**config.mk**
```make
export PLATFORM = sky130hd
export DESIGN_NAME = pb_debounce
export DESIGN_NICKNAME = d
export VERILOG_FILES = /design/src/rtl/pb_pkg.sv /design/src/rtl/sync_2ff.sv /design/src/rtl/pb_debounce.sv
export SDC_FILE = /design/constraint.sdc
export NUM_CORES = 1
export LEC_CHECK = 0
export BUFFER_PORTS_ARGS = -buffer_cell sky130_fd_sc_hd__buf_2
export CORE_ASPECT_RATIO = 0.5
export CORE_UTILIZATION = 63
export CTS_CLUSTER_DIAMETER = 30
export DETAILED_ROUTE_END_ITERATION = 16
export PLACE_DENSITY = 0.8
export SLEW_MARGIN = 20
export SYNTH_ARGS = -nofsm -noshare
export SYNTH_HDL_FRONTEND = slang
export SYNTH_HIERARCHICAL = 1
export SYNTH_SLANG_ARGS = --single-unit
```
**constraint.sdc**
```tcl
create_clock -name clk -period 3.5 [get_ports clk]
set_clock_uncertainty 0.2 [all_clocks]
set_input_delay 1.05 -clock clk [delete_from_list [all_inputs] [get_ports clk]]
set_output_delay 1.05 -clock clk [all_outputs]
set_load 0.01 [all_outputs]
```
**src/rtl/pb_pkg.sv**
```systemverilog
// rtl/pb_pkg.sv - shared types and default timing constants for the push-button front end
package pb_pkg;

    // Debounce FSM states; UP is the released/idle state.
    typedef enum logic [1:0] {
        UP     = 2'd0,
        DEB_DN = 2'd1,
        DOWN   = 2'd2,
        DEB_UP = 2'd3
    } pb_state_t;

    // 10 ms of stable samples at 50 MHz.
    localparam int unsigned DEB_CYCLES_DEF  = 500000;
    // 2 s of hold at 50 MHz before a long press is reported.
    localparam int unsigned LONG_CYCLES_DEF = 100000000;

endpackage

```
**src/rtl/sync_2ff.sv**
```systemverilog
// rtl/sync_2ff.sv - two-flop synchronizer for a single asynchronous input
module sync_2ff #(
    parameter logic RST_VAL = 1'b0
) (
    input  logic clk,
    input  logic rst,
    input  logic d_i,
    output logic q_o
);

    logic s1_q;
    logic s2_q;

    // Shift the raw input through two flops; reset loads the inactive level.
    always_ff @(posedge clk or posedge rst) begin
        if (rst) begin
            s1_q <= RST_VAL;
            s2_q <= RST_VAL;
        end else begin
            s1_q <= d_i;
            s2_q <= s1_q;
        end
    end

    assign q_o = s2_q;

endmodule

```
**src/rtl/pb_debounce.sv**
```systemverilog
// rtl/pb_debounce.sv - synchronized, debounced push button with press/release/long-press pulses
module pb_debounce
    import pb_pkg::*;
#(
    parameter int unsigned DEB_CYCLES  = DEB_CYCLES_DEF,
    parameter int unsigned LONG_CYCLES = LONG_CYCLES_DEF
) (
    input  logic clk,
    input  logic rst,
    input  logic PB,
    input  logic en,
    output logic pb_level,
    output logic pressed,
    output logic released,
    output logic long_press
);

    localparam int unsigned DW = $clog2(DEB_CYCLES);
    localparam int unsigned HW = $clog2(LONG_CYCLES);
    localparam logic [DW-1:0] DEB_LAST  = DW'(DEB_CYCLES - 1);
    localparam logic [HW-1:0] HOLD_LAST = HW'(LONG_CYCLES - 1);

    // Synchronized button; 0 means pressed. Resets to released.
    logic s2;

    sync_2ff #(
        .RST_VAL (1'b1)
    ) u_sync (
        .clk (clk),
        .rst (rst),
        .d_i (PB),
        .q_o (s2)
    );

    pb_state_t     state_q;
    logic [DW-1:0] deb_cnt_q;
    logic [HW-1:0] hold_cnt_q;
    logic [HW-1:0] hold_cnt_d;
    logic          hold_run_d;
    logic          pb_level_q;
    logic          pressed_q;
    logic          released_q;
    logic          long_press_q;

    // Hold time advances only while the button is considered down, saturating at the last count.
    always_comb begin
        hold_run_d = ((state_q == DOWN) || (state_q == DEB_UP)) && (hold_cnt_q < HOLD_LAST);
        hold_cnt_d = hold_cnt_q + HW'(1);
    end

    // Debounce FSM with registered level and single-cycle event pulses.
    always_ff @(posedge clk or posedge rst) begin
        if (rst) begin
            state_q      <= UP;
            deb_cnt_q    <= '0;
            hold_cnt_q   <= '0;
            pb_level_q   <= 1'b0;
            pressed_q    <= 1'b0;
            released_q   <= 1'b0;
            long_press_q <= 1'b0;
        end else begin
            pressed_q    <= 1'b0;
            released_q   <= 1'b0;
            long_press_q <= 1'b0;
            if (!en) begin
                // Disabled: drop to idle so a held button must requalify on re-enable.
                state_q    <= UP;
                pb_level_q <= 1'b0;
            end else begin
                if (hold_run_d) begin
                    hold_cnt_q   <= hold_cnt_d;
                    long_press_q <= (hold_cnt_d == HOLD_LAST);
                end
                case (state_q)
                    UP: begin
                        if (!s2) begin
                            state_q   <= DEB_DN;
                            deb_cnt_q <= '0;
                        end
                    end
                    DEB_DN: begin
                        if (s2) begin
                            state_q <= UP;
                        end else if (deb_cnt_q == DEB_LAST) begin
                            state_q    <= DOWN;
                            hold_cnt_q <= '0;
                            pressed_q  <= 1'b1;
                            pb_level_q <= 1'b1;
                        end else begin
                            deb_cnt_q <= deb_cnt_q + DW'(1);
                        end
                    end
                    DOWN: begin
                        if (s2) begin
                            state_q   <= DEB_UP;
                            deb_cnt_q <= '0;
                        end
                    end
                    DEB_UP: begin
                        // A bounce back to pressed keeps the accumulated hold time.
                        if (!s2) begin
                            state_q <= DOWN;
                        end else if (deb_cnt_q == DEB_LAST) begin
                            state_q    <= UP;
                            released_q <= 1'b1;
                            pb_level_q <= 1'b0;
                        end else begin
                            deb_cnt_q <= deb_cnt_q + DW'(1);
                        end
                    end
                    default: state_q <= UP;
                endcase
            end
        end
    end

    assign pb_level   = pb_level_q;
    assign pressed    = pressed_q;
    assign released   = released_q;
    assign long_press = long_press_q;

endmodule

```
* After elaboration in Yosys (flattened, before gate mapping) *
Cells that the tools add are included.

word-level totals
  bits in registers = 54

operators by class
  reduce and logical (&&, ||, !) cells = 6
  mux-type cells = 33
  add/subtract/negate cells = 2
  $lt $le $gt $ge = 1
  equality and inequality tests = 18

operators with widths
  operator                                        number
  two-way mux 27 bit                              4
  two-way mux 19 bit                              5
  one-hot mux 19 bit (4 select lines)             1
  adder 27 x 1 -> 27 bit (second input constant)  1
  == test 27 bit (second input constant)          1
  < comparator 27 bit (second input constant)     1
  adder 19 x 1 -> 19 bit (second input constant)  1
  == test 19 bit (second input constant)          1
  two-way mux 1 bit                               14
  two-way mux 2 bit                               7
  AND reduction 5 bit                             2
  != test 3 x 2 -> 1 bit (second input constant)  3
  != test 3 bit (second input constant)           3
  one-hot mux 2 bit (4 select lines)              1
  == test 2 bit (second input constant)           2
  != test 2 x 1 -> 1 bit (second input constant)  2
  != test 2 bit (second input constant)           2
  != test 4 x 3 -> 1 bit (second input constant)  1
  != test 4 bit (second input constant)           1
  AND reduction 4 bit                             1
  != test 3 x 1 -> 1 bit (second input constant)  1
  == test 2 x 1 -> 1 bit (second input constant)  1
  zero test 2 bit                                 1
  one-hot mux 1 bit (2 select lines)              1
  2 further kinds                                 2

* Depth between registers and ports, before layout *
Gate-level depths: netlist of run 1.

  depth in word-level cells = 7
  mapped depth = 10

* Hierarchy *
The synthesis of run 1 kept the hierarchy.

modules (own cells, without submodules)
  module       cells each  instances  area each (µm²)
  pb_debounce  395         1          3337.0
  sync_2ff     3           1          56.3

* Least setup slack after synthesis of run 1 *
Ideal clock, no wire load.

  kind = reg2reg
  start point = reg deb_cnt_q[0]
  end point = reg hold_cnt_q[6]
  clock period less this slack = 2747 ps
  cell stages (with the launch flop) = 8
  slack = 753 ps
  data arrival time = 2423 ps
  cell sequence = dfrtp_1 ha_1 or4b_1 or4_4 or3_1 buf_6 o211a_1 a211o_1

between the ends
  longest elaborated chain between the ends = 4

ends and longest elaborated chain
  what                      line                text
  start: declaration        pb_debounce.sv:36   logic [DW-1:0] deb_cnt_q;
  start signal: assignment  pb_debounce.sv:90   deb_cnt_q <= deb_cnt_q + DW'(1);
  start signal: assignment  pb_debounce.sv:108  deb_cnt_q <= deb_cnt_q + DW'(1);
  == test 19 bit            pb_debounce.sv:84   end else if (deb_cnt_q == DEB_LAST) begin
  two-way mux 27 bit        pb_debounce.sv:84
  two-way mux 27 bit        pb_debounce.sv:82   if (s2) begin
  two-way mux 27 bit        pb_debounce.sv:74   case (state_q)
  end signal: assignment    pb_debounce.sv:71   hold_cnt_q <= hold_cnt_d;
  end: declaration          pb_debounce.sv:37   logic [HW-1:0] hold_cnt_q;

Every way passes these cells.
A chain may end at the register's enable or synchronous reset.

* Final worst setup path of run 1 *
  start point = reg deb_cnt_q[0]
  end point = reg hold_cnt_q[24]

The elaborated chain is that of the path after synthesis.

==> results of run 1 <==
-- flip-flops by register name, summed over array words and instances, names as in the netlist --
| register | cells |
|---|---|
| hold_cnt_q | 27 |
| state_q | 2 |
| released | 1 |
| pb_level | 1 |
| pressed | 1 |
| u_sync/q_o | 1 |
| long_press | 1 |
| deb_cnt_q | 19 |
| u_sync/s1_q | 1 |
-- placed cells by master, fill, tap and decap left out, types with 3 or more instances in the layout --
cell      instances
and3_1            6
xnor2_1           9
a21oi_1          11
nor4b_1           5
nand2_1          38
o21ai_0          16
o41ai_1           3
nand3_1          38
o211a_1           8
xor2_1            4
ha_1              3
nor4_1           12
or4_1             8
and4_1            5
a31oi_1           3
a211o_1           8
nor3_1           13
nand4_1          13
dfrtp_1          52
buf_2             7
and2_1            5
buf_4             8
inv_1            14
nor2_1           31
o211ai_1         14
clkbuf_8          6
or3_1            11
-- kinds of logic (layout without fill, tap and decap cells) --
kind of cell	Yosys count	after routing	synth area share (%)
buffers and inverters	43	39	5.24
adder cells (fa/ha/maj)	3	3	1.11
flip-flops	54	54	39.9
XOR/XNOR	13	13	3.36
multiplexers	3	3	0.922
AND/OR/NAND/NOR	198	198	31.5
AO/OA/AOI/OAI	84	84	18.0
-- how the worst max path moves through the flow --
stage | end | slack [ns] | cells after the start
after floorplan | hold_cnt_q[6]$_DFFE_PP0P_ | 0.75 | 7
after global placement | hold_cnt_q[3]$_DFFE_PP0P_ | 0.38 | 6
after detailed placement | hold_cnt_q[24]$_DFFE_PP0P_ | 0.33 | 6
after CTS | hold_cnt_q[24]$_DFFE_PP0P_ | 0.32 | 6
after global routing | hold_cnt_q[20]$_DFFE_PP0P_ | 0.22 | 7
final | hold_cnt_q[24]$_DFFE_PP0P_ | 0.31 | 6
-- power by group --
part	switching [W]	internal, W	leakage (nW)
clock	0.000215	0.000163	0.0514
combinational	0.0000346	0.0000109	0.730
sequential	0.00000416	0.000628	0.688
total	0.000253	0.000803	1.47
-- cell type report --
cell class                 instances  area [µm²]  share of cell area [%]
sequential                        54        1350                    38.0
timing repair buffer              15        95.1                    2.67
clock inverter                     2        17.5                   0.492
tap                               70        87.6                    2.46
clock buffer                       6        82.6                    2.32
inverter                          16        60.1                    1.69
multi-input combinational        301        1870                    52.4
-- synth_stat cells (2+ instances only) --
cell       count  area (µm²)
nor3_1        13        65.1
o211ai_1      14         105
and3_1         6        37.5
or3_1         11        68.8
or4_1          8        60.1
xnor2_1        9        78.8
nand3_1       38         190
xor2_1         4        35.0
mux2i_1        2        20.0
or4b_1         2        20.0
nand2_1       38         143
a31oi_1        3        18.8
and2_1         5        31.3
nand3b_1       2        15.0
a211o_1        8        70.1
nand4bb_1      2        22.5
o21ai_0       16        80.1
ha_1           3        37.5
nor4b_1        5        43.8
dfrtp_1       52        1300
o41ai_1        3        26.3
nand4_1       13        81.3
buf_2          7        35.0
o211a_1        8        80.1
a21boi_0       2        15.0
clkbuf_1      19        71.3
nor4_1        12        75.1
a21oi_1       11        55.1
o311ai_0       2        17.5
and4_1         5        43.8
nor2b_1        2        12.5
a2111oi_0      2        17.5
inv_1         15        56.3
a22oi_1        2        15.0
dfstp_2        2        52.6
nor2_1        31         116
o2bb2ai_1      2        17.5
o31ai_1        2        15.0
-- metrics by stage --
stage                     total power, W  instances  worst slack (ns)
after floorplan                 0.000674        398             0.753
final                            0.00106        464             0.313
after detailed placement        0.000691        456             0.334
after global routing             0.00110        464             0.223
after CTS                        0.00106        464             0.321
after global placement          0.000688        456             0.384
-- worst max-delay path: stages, from the launching register on --
cell and delay [ns]:
dfrtp_1 0.41, ha_1 0.28, or4b_1 0.45, or4_4 0.53, or3_1 0.69, o211a_1 0.26, a211o_1 0.26
-- metal layers --
metal / vias up / global-route usage [%]
met4: 0 / 7.41
met1: 1467 / 39.9
li1: 1490 / -
met2: 96 / 53.1
met5: - / 0
met3: 11 / 7.14
==> impl_metrics.ini, run 1 <==
[critical_path]
crit_path_end_kind = flip-flop
startpoint = deb_cnt_q[0]$_DFFE_PP0P_
worstSetupPathType = reg -> reg
cp_max_fo = 20
rrSetupSlack_ns = 0.31
r2r_cells = 6
critPathArrivalTime_ns = 3.19
reg2reg_to = hold_cnt_q[24]$_DFFE_PP0P_
crit_required_ns = 3.51
cp-start-kind = flip-flop
rr_startpoint = deb_cnt_q[0]$_DFFE_PP0P_

[sta]
fmaxAchievable_mhz = 314
worstMarginPinSlew_ns = 0.729
final_hold_viol_count = 0
rsz0062_at_grt = false
fin_crit_sh_pct = 91.0
setup-violations-final = 0
maxSlewHeadroom_pct = 51.4
hold_ws_ns = 0.165
setup_tns_ns = 0
final_max_slew_viol_count = 0
fin_crit_ns = 3.19

[yosys]
avgSynthCellArea_um2 = 8.53
async_flop_share_pct = 100
syn_area_um2 = 3390
synth_edf_count = 0
synth.distinct_cells = 55
synth_seq_cells = 54
seq_area_frac_synth_pct = 39.9
synth_cells = 398
ys.warnings.count = 6
synth-main-ff-cell = dfrtp_1
syn_nets = 405

[clock_network]
hold_buffers = 0
clk_latency_ns = 0.32
htreeDepth = 2
post_cts_buffers = 0
numCtsBuffers = 5
cts_root_buf = clkbuf_8
clock_sinks = 54
clk_pin_slew_ns = 0.10
ctsResizeCount = 0
tritoncts = done
cts_buffer_depth = 2

[worst_hold_path]
min_to = u_sync/q_o$_DFF_PP1_
worst_hold_path_type = reg -> reg
min_path_cells = 0
worstHoldStart = u_sync/s1_q$_DFF_PP1_

[global_route]
antenna_found_initial = 0
grt_overflow_total = 0
track_usage_pct = 30.6
grt_max_degree = 53
grt_first_pass_wirelength_mm = 13.4
grt_pass1_vias = 2912

[power]
power_density_nw_per_um2 = 296
peakVddDrop_v = 0.000279
p_leak_nw = 1.47

[route]
drt_iter0_drc = 213
met3WireLength_um = 492
drt_wl_total_mm = 7.90
dr.pass1.iters = 5
drt.antenna.violating_nets = 0
top_layer = met4
routedWlPerCell_um = 17.0
viasPerCell = 6.60
wl_met1_mm = 3.75
drc = 0
num_vias = 3064
wl_met2_mm = 3.57

[floorplan]
initial_core_util_pct = 67.3
die_y_um = 53.9
die_w_um = 106
rows = 18
core_area_um2 = 5040
die_area_um2 = 5700
boundaryPins = 8

[placed_design]
hpwl_mm = 5.53
portBuffers = 7
dpl_cell_area_um2 = 3460
gp_congestion = 0.953

[cells_and_area]
num_antenna_cells = 0
area_delta_synth_final_pct = 5.01
nets = 400
layout-drive-gt1-share_pct = 7.61
final_core_util_pct = 70.6
fin_area_um2 = 3560
num-fill-cells = 402

[status]
outcome = complete, no violations

[flow_run]
maxCapViolCount = 0
(Power assumes the default switching activity.)
==> inputs of run 2 (changes only) <==
--- a/config.mk
+++ b/config.mk
@@ -6,7 +6,7 @@
 export NUM_CORES = 1
 export LEC_CHECK = 0
 export BUFFER_PORTS_ARGS = -buffer_cell sky130_fd_sc_hd__buf_2
-export CORE_ASPECT_RATIO = 0.5
+export CORE_ASPECT_RATIO = 0.7
 export CORE_UTILIZATION = 63
 export CTS_CLUSTER_DIAMETER = 30
 export DETAILED_ROUTE_END_ITERATION = 16
==> run 2 against run 1 <==
  * Critical path type unchanged
  * Count of clock-buffer cells in the layout fell by 1
  * Global-route usage rose by 0.91 points
  * Sequential power barely moved
  * Sequential share of layout area fell by 0.24 points
==> impl_metrics.ini, run 2 (synthesis results as in run 1) <==
[placed_design]
portBuffers = 7
hpwl_mm = 5.99
gp_congestion = 0.977
dpl_cell_area_um2 = 3470

[sta]
fin_crit_sh_pct = 92.4
final_hold_viol_count = 0
worstMarginPinSlew_ns = 0.810
rsz0062_at_grt = false
fin_crit_ns = 3.23
maxSlewHeadroom_pct = 46.0
fmaxAchievable_mhz = 309
setup-violations-final = 0
setup_tns_ns = 0
final_max_slew_viol_count = 0

[floorplan]
initial_core_util_pct = 68.3
die_area_um2 = 5690
boundaryPins = 8
die_w_um = 89.7
core_area_um2 = 4970
die_y_um = 63.4
rows = 21

[global_route]
grt_max_degree = 32
grt_pass1_vias = 2831
grt_overflow_total = 0
grt_first_pass_wirelength_mm = 14.1
track_usage_pct = 31.5
antenna_found_initial = 0

[power]
power_density_nw_per_um2 = 313
p_leak_nw = 1.48
peakVddDrop_v = 0.000238
power_w = 0.00112

[critical_path]
startpoint = deb_cnt_q[1]$_DFFE_PP0P_
worstSetupPathType = reg -> reg
rr_startpoint = deb_cnt_q[1]$_DFFE_PP0P_
critPathArrivalTime_ns = 3.25
r2r_cells = 7
cp-start-kind = flip-flop
reg2reg_to = hold_cnt_q[20]$_DFFE_PP0P_
cp-endpoint = hold_cnt_q[20]$_DFFE_PP0P_
crit_required_ns = 3.51
crit_path_end_kind = flip-flop
cp_max_fo = 20
rrSetupSlack_ns = 0.27

[clock_network]
post_cts_buffers = 0
clk_latency_ns = 0.32
clock_sinks = 54
numCtsBuffers = 5
ctsResizeCount = 0
clk_pin_slew_ns = 0.11
tritoncts = done
cts_root_buf = clkbuf_8
hold_buffers = 0
cts_buffer_depth = 2
htreeDepth = 2

[route]
drt_wl_total_mm = 8.30
drt.antenna.violating_nets = 0
routedWlPerCell_um = 17.9
num_vias = 3193
dr.pass1.iters = 7
drt_iter0_drc = 438
viasPerCell = 6.88
drc = 0

[cells_and_area]
largest_reg_flops = 27
reg.largest.list = hold_cnt_q x27, deb_cnt_q x19, state_q x2
num_antenna_cells = 0
final_common_cell = dfrtp_1
area_delta_synth_final_pct = 5.68
regMostFlops = hold_cnt_q
fin_area_um2 = 3590
nets = 401
layout-drive-gt1-share_pct = 7.85
final_cell_mix = dfrtp_1, nand2_1, nand3_1

[status]
outcome = complete, no violations

[worst_hold_path]
worstHoldStart = u_sync/s1_q$_DFF_PP1_
worst_hold_path_type = reg -> reg

[flow_run]
maxCapViolCount = 0
run 2: cell types whose count changed in the layout (fill, tap and decap cells not counted), sizes merged:
cell / previous run / this run
inv: 15 / 16
clkbuf: 6 / 5
clkinv: 3 / 2
bufinv: 0 / 1
buf: 15 / 16
run 2: worst min path at each step:
stage / to / slack (ns) / cells after the start
after floorplan: u_sync/q_o$_DFF_PP1_ / 0.15 / 0
after global placement: u_sync/q_o$_DFF_PP1_ / 0.15 / 0
after detailed placement: u_sync/q_o$_DFF_PP1_ / 0.15 / 0
after CTS: u_sync/q_o$_DFF_PP1_ / 0.16 / 0
after global routing: u_sync/q_o$_DFF_PP1_ / 0.17 / 0
final: u_sync/q_o$_DFF_PP1_ / 0.16 / 0
run 2: final cells by class:
cell class | count | area (µm²)
Inverter | 16 | 60.1
Clock buffer | 5 | 68.8
Fill cell | 375 | 1380
Multi-Input combinational cell | 301 | 1870
Sequential cell | 54 | 1350
Timing Repair Buffer | 16 | 103
Clock inverter | 3 | 47.5
Tap cell | 69 | 86.3
run 2: critical path, cell delays in order (launching register included):
cell and delay [ns]:
dfrtp_1 0.41, ha_1 0.28, or4b_1 0.45, or4_4 0.52, or3_1 0.72, nand2_1 0.19, a21oi_1 0.06, a211o_1 0.29
run 2: per-stage QoR:
step,setup slack (ns),util [%],instances,hold slack [ns]
detailed placement,0.326,69.9,456,0.149
global route,0.143,72.2,464,0.170
CTS,0.308,72.2,464,0.165
finish,0.265,72.2,464,0.164
global placement,0.405,69.9,456,0.148
floorplan,0.753,-,398,0.145
run 2: report_power, final:
group          internal, W  switching, W   total, W
Combinational    0.0000116     0.0000360  0.0000477
Clock             0.000217      0.000225   0.000443
Sequential        0.000628    0.00000441   0.000633
Total             0.000857      0.000266    0.00112
run 2: routing by layer:
layer / GRT usage, % / share of wire, % / up-vias / routed length (µm)
li1: - / - / 1491 / -
met1: 50.5 / 48 / 1481 / 3990
met2: 42.7 / 38 / 187 / 3150
met3: 6.16 / 12 / 34 / 1010
met4: 8.20 / 1.8 / 0 / 153
met5: 0 / 0 / - / 0
==> inputs of run 3 (changes only) <==
--- a/config.mk
+++ b/config.mk
@@ -7,10 +7,10 @@
 export LEC_CHECK = 0
 export BUFFER_PORTS_ARGS = -buffer_cell sky130_fd_sc_hd__buf_2
 export CORE_ASPECT_RATIO = 0.7
-export CORE_UTILIZATION = 63
+export CORE_UTILIZATION = 30
 export CTS_CLUSTER_DIAMETER = 30
 export DETAILED_ROUTE_END_ITERATION = 16
-export PLACE_DENSITY = 0.8
+export PLACE_DENSITY = 0.44
 export SLEW_MARGIN = 20
 export SYNTH_ARGS = -nofsm -noshare
 export SYNTH_HDL_FRONTEND = slang
==> run 3 against run 2 <==
  * Count of clock-buffer cells in the layout unchanged
  * Register-to-register slack better by 0.15 ns
  * Largest power group unchanged
  * Clock power up 34%
  * Highest routed layer unchanged
==> impl_metrics.ini, run 3 (synthesis results as in run 1) <==
[critical_path]
cp-start-kind = flip-flop
crit_required_ns = 3.53
crit_cells = 7
crit_path_end_kind = flip-flop
r2r_cells = 7
slowest_stage = a2111oi_0
critPathArrivalTime_ns = 3.12
crit_family = compound AO/OA/AOI/OAI gates
cp_num_buf_inv = 1
worstSetupPathType = reg -> reg
cp_max_fo = 11
crit_path_max_incr_delay_ns = 0.77
crit_chain = ha_1 -> inv_1 -> o211ai_1 -> a2111oi_0 -> o2111ai_1 -> nor4_1 -> and4_1

[power]
peakVddDrop_v = 0.000165
swShare_pct = 22.9
clkPwrFrac_pct = 46.5
power_w = 0.00127
power_density_nw_per_um2 = 338
seqPwrFrac_pct = 49.7
p_leak_nw = 1.52
switchingPower_w = 0.000291
p_int_w = 0.000982
power.share.combinational_pct = 3.9

[sta]
setup-violations-final = 0
rsz0062_at_grt = false
setup_tns_ns = 0
fin_crit_ns = 3.09
fmaxAchievable_mhz = 324
final_hold_viol_count = 0
final_max_slew_viol_count = 0
fin_crit_sh_pct = 88.2
maxSlewHeadroom_pct = 44.3
worstMarginPinSlew_ns = 0.815

[floorplan]
boundaryPins = 8
core_area_um2 = 11000
rows = 32
die_area_um2 = 11700
die_y_um = 91.0
die_w_um = 129
initial_core_util_pct = 30.8

[global_route]
track_usage_pct = 17.4
grt_pass1_vias = 2809
grt_first_pass_wirelength_mm = 15.7
antenna_found_initial = 0
grt_overflow_total = 0
grt_max_degree = 31

[placed_design]
portBuffers = 7
hpwl_mm = 6.69
gp_congestion = 0.804

[clock_network]
ctsResizeCount = 0
cts_buffer_depth = 2
clock_sinks = 54
htreeDepth = 2
numCtsBuffers = 5
hold_buffers = 0
post_cts_buffers = 0
clk_pin_slew_ns = 0.08
tritoncts = done
clk_latency_ns = 0.30
cts_root_buf = clkbuf_16

[flow_run]
maxCapViolCount = 0

[worst_hold_path]
min_path_cells = 0
worst_hold_path_type = reg -> reg

[cells_and_area]
num_antenna_cells = 0
area_delta_synth_final_pct = 10.9
largest_reg_flops = 27
num-fill-cells = 1131
reg.largest.list = hold_cnt_q x27, deb_cnt_q x19, state_q x2
regMostFlops = hold_cnt_q
nets = 403
layout-drive-gt1-share_pct = 8.31
final_cell_mix = dfrtp_1, nand2_1, nand3_1
final_common_cell = dfrtp_1

[status]
outcome = complete, no violations

[route]
routedWlPerCell_um = 17.1
num_vias = 3055
viasPerCell = 5.55
dr.pass1.iters = 5
drc = 0
drt_iter0_drc = 260
drt_wl_total_mm = 9.39
drt.antenna.violating_nets = 0
==> run 3: worst paths after layout <==
check                                          start                         end  slack, ns
setup / recovery           hold_cnt_q[1]$_DFFE_PP0P_        long_press$_DFF_PP0_       0.41
hold / removal                 u_sync/s1_q$_DFF_PP1_        u_sync/q_o$_DFF_PP1_       0.16
setup reg to reg           hold_cnt_q[1]$_DFFE_PP0P_        long_press$_DFF_PP0_       0.41
hold reg to reg                u_sync/s1_q$_DFF_PP1_        u_sync/q_o$_DFF_PP1_       0.16
max in group asynchronous                        rst  hold_cnt_q[10]$_DFFE_PP0P_       1.80
min in group asynchronous                        rst       u_sync/s1_q$_DFF_PP1_       0.57
==> run 3: routing by layer <==
layer	global-route usage [%]	up-vias	routed length, µm
li1	-	1494	-
met5	0	-	0
met2	21.9	99	3460
met1	29.5	1454	5260
met3	2.89	8	567
met4	3.92	0	101
==> run 3: power groups by stage <==
stage | combinational (W) | sequential [W] | clock (W)
after floorplan | 0.0000305 | 0.000644 | 0
after global placement | 0.0000508 | 0.000645 | 0
after detailed placement | 0.0000507 | 0.000645 | 0
after CTS | 0.0000508 | 0.000633 | 0.000613
after global routing | 0.0000573 | 0.000633 | 0.000630
final | 0.0000491 | 0.000633 | 0.000592
==> run 3: worst reg2reg max path, stage by stage (launching register included) <==
cell	delay, ns
dfrtp_1	0.53
ha_1	0.37
inv_1	0.13
o211ai_1	0.10
a2111oi_0	0.77
o2111ai_1	0.22
nor4_1	0.42
and4_1	0.28
==> run 3: cell type report <==
type | instances | area [µm²] | area share, %
repair buffers | 18 | 118 | 3.13
inverters | 16 | 60.1 | 1.60
multi-input cells | 301 | 1870 | 49.6
flip-flops and latches | 54 | 1350 | 36.0
clock inverters | 3 | 47.5 | 1.26
clock buffers | 5 | 125 | 3.33
well taps | 153 | 191 | 5.09
==> run 3: stage by stage <==
stage / cells / hold WS, ns / utilization [%] / cell area [µm²] / setup slack [ns]
floorplan: 398 / 0.145 / - / 3390 / 0.753
global placement: 542 / 0.147 / 32.6 / 3590 / 0.538
detailed placement: 542 / 0.151 / 32.6 / 3590 / 0.505
CTS: 550 / 0.163 / 34.2 / 3760 / 0.498
global route: 550 / 0.167 / 34.2 / 3760 / 0.329
finish: 550 / 0.160 / 34.2 / 3760 / 0.413
